**config.mk**
```make
export PLATFORM = sky130hd
export DESIGN_NAME = word_uart_tx
export DESIGN_NICKNAME = d
export VERILOG_FILES = /design/src/rtl/word_uart_tx.sv
export SDC_FILE = /design/constraint.sdc
export NUM_CORES = 1
export LEC_CHECK = 0
export CAP_MARGIN = 15
export CORE_ASPECT_RATIO = 1.25
export CORE_UTILIZATION = 47
export CTS_BUF_LIST = sky130_fd_sc_hd__clkbuf_4
export DETAILED_ROUTE_END_ITERATION = 8
export PLACE_DENSITY = 0.77
export REMOVE_ABC_BUFFERS = 1
export SLEW_MARGIN = 20
export SYNTH_ARGS = -nofsm -noshare
export SYNTH_HDL_FRONTEND = slang
export SYNTH_SLANG_ARGS = --single-unit
```
**constraint.sdc**
```tcl
create_clock -name clk -period 11.8 [get_ports clk]
set_input_delay 2.95 -clock clk [delete_from_list [all_inputs] [get_ports clk]]
set_output_delay 2.95 -clock clk [all_outputs]
set_load 0.005 [all_outputs]
```
**src/rtl/word_uart_tx.sv**
```systemverilog
// Word-to-UART serializer: latches a WIDTH_DIN word and sends it MSB byte first as 8N1 frames.
// Optional feature macro WORD_UART_TX_NEWLINE_EN appends 0x0D, 0x0A frames after each word.
module word_uart_tx #(
  parameter int WIDTH_DIN    = 128,
  parameter int CLKS_PER_BIT = 868
) (
  input  logic                 clk,
  input  logic                 rst,
  input  logic [WIDTH_DIN-1:0] din,
  input  logic                 din_valid,
  output logic                 tx,
  output logic                 busy,
  output logic                 overrun
);

  localparam int NBYTES = WIDTH_DIN / 8;
`ifdef WORD_UART_TX_NEWLINE_EN
  localparam int NFRAMES = NBYTES + 2;
`else
  localparam int NFRAMES = NBYTES;
`endif
  localparam int BW = $clog2(CLKS_PER_BIT);
  localparam int IW = $clog2(NFRAMES + 1);
  localparam logic [BW-1:0] BAUD_LAST = BW'(CLKS_PER_BIT - 1);
  localparam logic [IW-1:0] IDX_LAST  = IW'(NFRAMES - 1);

  typedef enum logic [1:0] {IDLE, START, DATA, STOP} state_e;

  state_e                 state_q;
  logic [WIDTH_DIN-1:0]   shreg_q;
  logic [IW-1:0]          idx_q;
  logic [2:0]             bit_q;
  logic [BW-1:0]          baud_q;
  logic                   tx_q;
  logic                   busy_q;
  logic                   overrun_q;
  logic [7:0]             cur_byte_d;

  // The byte on the wire is always the top byte of the shift register,
  // unless the trailing newline frames are being sent.
  always_comb begin
    cur_byte_d = shreg_q[WIDTH_DIN-1 -: 8];
`ifdef WORD_UART_TX_NEWLINE_EN
    if (idx_q == IW'(NBYTES)) begin
      cur_byte_d = 8'h0D;
    end else if (idx_q == IW'(NBYTES + 1)) begin
      cur_byte_d = 8'h0A;
    end
`endif
  end

  always_ff @(posedge clk or posedge rst) begin
    if (rst) begin
      state_q   <= IDLE;
      shreg_q   <= '0;
      idx_q     <= '0;
      bit_q     <= '0;
      baud_q    <= '0;
      tx_q      <= 1'b1;
      busy_q    <= 1'b0;
      overrun_q <= 1'b0;
    end else begin
      if (din_valid && (state_q != IDLE)) begin
        overrun_q <= 1'b1;
      end
      case (state_q)
        IDLE: begin
          if (din_valid) begin
            shreg_q <= din;
            idx_q   <= '0;
            baud_q  <= '0;
            tx_q    <= 1'b0;
            busy_q  <= 1'b1;
            state_q <= START;
          end
        end
        START: begin
          if (baud_q == BAUD_LAST) begin
            baud_q  <= '0;
            bit_q   <= '0;
            tx_q    <= cur_byte_d[0];
            state_q <= DATA;
          end else begin
            baud_q <= baud_q + BW'(1);
          end
        end
        DATA: begin
          if (baud_q == BAUD_LAST) begin
            baud_q <= '0;
            if (bit_q == 3'd7) begin
              tx_q    <= 1'b1;
              state_q <= STOP;
            end else begin
              bit_q <= bit_q + 3'd1;
              tx_q  <= cur_byte_d[bit_q + 3'd1];
            end
          end else begin
            baud_q <= baud_q + BW'(1);
          end
        end
        STOP: begin
          if (baud_q == BAUD_LAST) begin
            baud_q  <= '0;
            shreg_q <= shreg_q << 8;
            if (idx_q == IDX_LAST) begin
              idx_q   <= '0;
              busy_q  <= 1'b0;
              state_q <= IDLE;
            end else begin
              // Next start bit follows the stop bit with no idle gap.
              idx_q   <= idx_q + IW'(1);
              tx_q    <= 1'b0;
              state_q <= START;
            end
          end else begin
            baud_q <= baud_q + BW'(1);
          end
        end
        default: state_q <= IDLE;
      endcase
    end
  end

  assign tx      = tx_q;
  assign busy    = busy_q;
  assign overrun = overrun_q;

endmodule

```
==> results by group <==
Run status
  • Outcome: complete, but fails checks
  • Failing checks: design-rule violations

Synth
  • Count of flip-flops with a built-in enable after synthesis: 0
  • Most instantiated cells after synthesis: dfrtp_1 (150), nand2_1 (143), mux2i_1 (120)
  • Library cells used by synthesis: 37
  • Synthesized flop and latch total: 151
  • Most common cell in the synthesized netlist: dfrtp_1
  • Syn Area/Cell: 10.39 µm²
  • Leading area contributor after synthesis: dfrtp_1
  • Area share of the largest cell type after synthesis: 52.92%
  • Ranking of synthesized cells by area: dfrtp_1 (53%), mux2i_1 (17%), nand2_1 (7.6%), o21ai_0 (5.9%), o21ai_1 (4.1%)
  • Post-Synthesis Cells: 683
  • Seq/Total Area, Yosys: 53.29%
  • Syn Std Cell Area: 7093 µm²
  • Synth Flop Type: dfrtp_1
  • Yosys warnings: 0
  • Async SR Flop Fraction: 100.0%

Routing
  • Mean number of vias per cell: 5.225
  • DRC violations left: 8
  • Drt first pass iters: 8
  • Routed len/inst: 14.64 µm
  • Iteration-0 DRC Markers: 315
  • Final ANT Viol Nets: 0
  • Post-Route WL: 14440 µm
  • Via Count: 5152

Floorplanning
  • Core Area: 14590 µm²
  • FP Rows: 49
  • Die area: 15590 µm²
  • Top Ports: 134
  • Die Ht: 139.4 µm
  • Die Span X: 111.9 µm
  • Starting density of the core: 48.61%

Placement
  • IO buf count: 133
  • GPL Wtd Cong: 0.8062
  • DP Worst Slack: 5.261 ns
  • DP HPWL: 9830 µm
  • DP Cell Count: 953

Setup path
  • Worst R2R Path Depth: 8
  • CP required: 12.18 ns
  • Arrival time at the worst endpoint: 6.36 ns
  • Worst R2R End: shreg_q[98]
  • Worst-path fanout max: 102
  • Reg2Reg Setup Slack: 7.68 ns
  • Reg2reg start: state_q[0]
  • Critical path type: input port to flop
  • Worst setup SP type: input port
  • Crit. End Element: flop

Global routing
  • Total Routing Usage GR: 19.19%
  • Pin count of the biggest net entering global routing: 103
  • Antenna violations before repair: 0
  • Global-route wire length before repair: 23870 µm
  • Vias in the first global route: 5188
  • Grt ovf: 0

STA
  • Endpoints failing setup: 0
  • Tcrit/Tclk final: 50.69%
  • Slew @ Worst Pin: 1.033 ns
  • Clock skew: 0.01687 ns
  • Pins Over Slew Limit: 0
  • Max Freq: 0.1672 GHz
  • RSZ-0062 raised after global routing: false
  • Tmin final: 5.982 ns
  • Final worst setup slack: 5.818 ns
  • Fin. Hold Viols: 0
  • Slew HR: 31.11%
  • TNS Setup: 0 ns

Worst hold path
  • Hold WC Path Type: flop to flop
  • Hold_sp: overrun
  • Worst hold path stage count: 1
  • WHS Endpoint: overrun

Layout
  • P&R area growth vs syn: 24.10%
  • Non-Filler Instances: 986
  • Antenna diodes: 0
  • Post-layout nets: 935
  • Share of cells above drive strength 1: 5.446%

CTS
  • Resized cells post-CTS: 0
  • CTS max path bufs: 2
  • Clock slew at reported path FFs: 0.12 ns
  • Setup Fix Bufs, Post-CTS: 0
  • Cts bufs inserted: 17
  • Worst-skew pair later-pin latency: 0.54 ns
  • Hold Buf Count CTS: 0
  • Htree depth: 4
  • CTS tree: built
  • Root Buffer: clkbuf_4
  • Clk sink count: 151

Power and ir drop
  • Power Total: 2.121 mW
  • Pwr dens: 241.0 nW/µm²
  • Pleak: 3.807 nW
  • Maximum vdd drop: 0.0001189 V

Job
  • Max-cap violations: 0
-- state kept, by name (all words and copies together) (netlist names) --
signal	count
state_q	2
overrun	1
baud_q	10
bit_q	3
idx_q	5
busy	1
shreg_q	128
tx	1
-- layout make-up --
cell class,instances,area [µm²]
clock buffer,19,142.6
clock inverter,13,160.2
fill,1278,5789
inverter,5,23.77
multi-input combinational,482,3080
sequential,151,3780
tap,178,222.7
timing repair buffer,138,1393
-- power by group --
part | leakage, nW | internal [mW] | switching (mW)
combinational | 1.73 | 0.386 | 0.514
clock | 0.170 | 0.168 | 0.172
sequential | 1.90 | 0.751 | 0.130
-- logic make-up (layout without fill, tap and decap cells) --
group,Yosys count,count (layout),share of synthesized area [%]
XOR/XNOR,3,3,0.3705
buffers and inverters,50,175,3.581
adder cells (fa/ha/maj),9,9,1.588
flip-flops,151,151,53.29
multiplexers,125,125,18.05
AO/OA/AOI/OAI,168,168,13.02
AND/OR/NAND/NOR,177,177,10.11
-- placed cells by master, fill, tap and decap left out, types with 5 or more instances in the layout --
| cell | n |
|---|---|
| ha_1 | 8 |
| nand3_1 | 8 |
| o21ai_0 | 83 |
| clkinv_2 | 5 |
| nor2_1 | 14 |
| dfrtp_1 | 150 |
| a22o_1 | 13 |
| clkdlybuf4s50_1 | 133 |
| mux2i_1 | 120 |
| clkbuf_4 | 19 |
| o21ai_1 | 58 |
| nand2_1 | 143 |
-- metal layers --
metal	GRT usage, %	vias up	share of wire, %
met3	5.967	18	6.2
met4	6.188	0	1.3
li1	-	2599	-
met5	0	-	0
met2	30.79	111	48
met1	24.74	2424	44
-- stage by stage --
step / hold WS [ns] / cell area, µm² / util, %
after floorplan: 0.4448 / 6858 / -
after CTS: 0.4725 / 8771 / 60.11
after global routing: 0.4829 / 8802 / 60.32
after detailed placement: 0.4464 / 8468 / 58.03
final: 0.4673 / 8802 / 60.32
after global placement: 0.4423 / 8468 / 58.03
-- how the worst max path moves through the flow --
stage | end | depth (start not counted) | start
floorplan | idx_q[2] | 4 | state_q[0]
detailed placement | shreg_q[90] | 6 | din_valid
global route | shreg_q[114] | 6 | din_valid
global placement | shreg_q[60] | 6 | din_valid
CTS | shreg_q[58] | 6 | din_valid
finish | shreg_q[98] | 6 | din_valid
-- worst max-delay path: stages --
cell	delay, ns
clkdlybuf4s50_1	0.45
nor2_1	0.66
a211o_4	0.62
buf_4	0.62
buf_4	0.76
o21ai_0	0.22
Power figures use the tool's default switching activity.
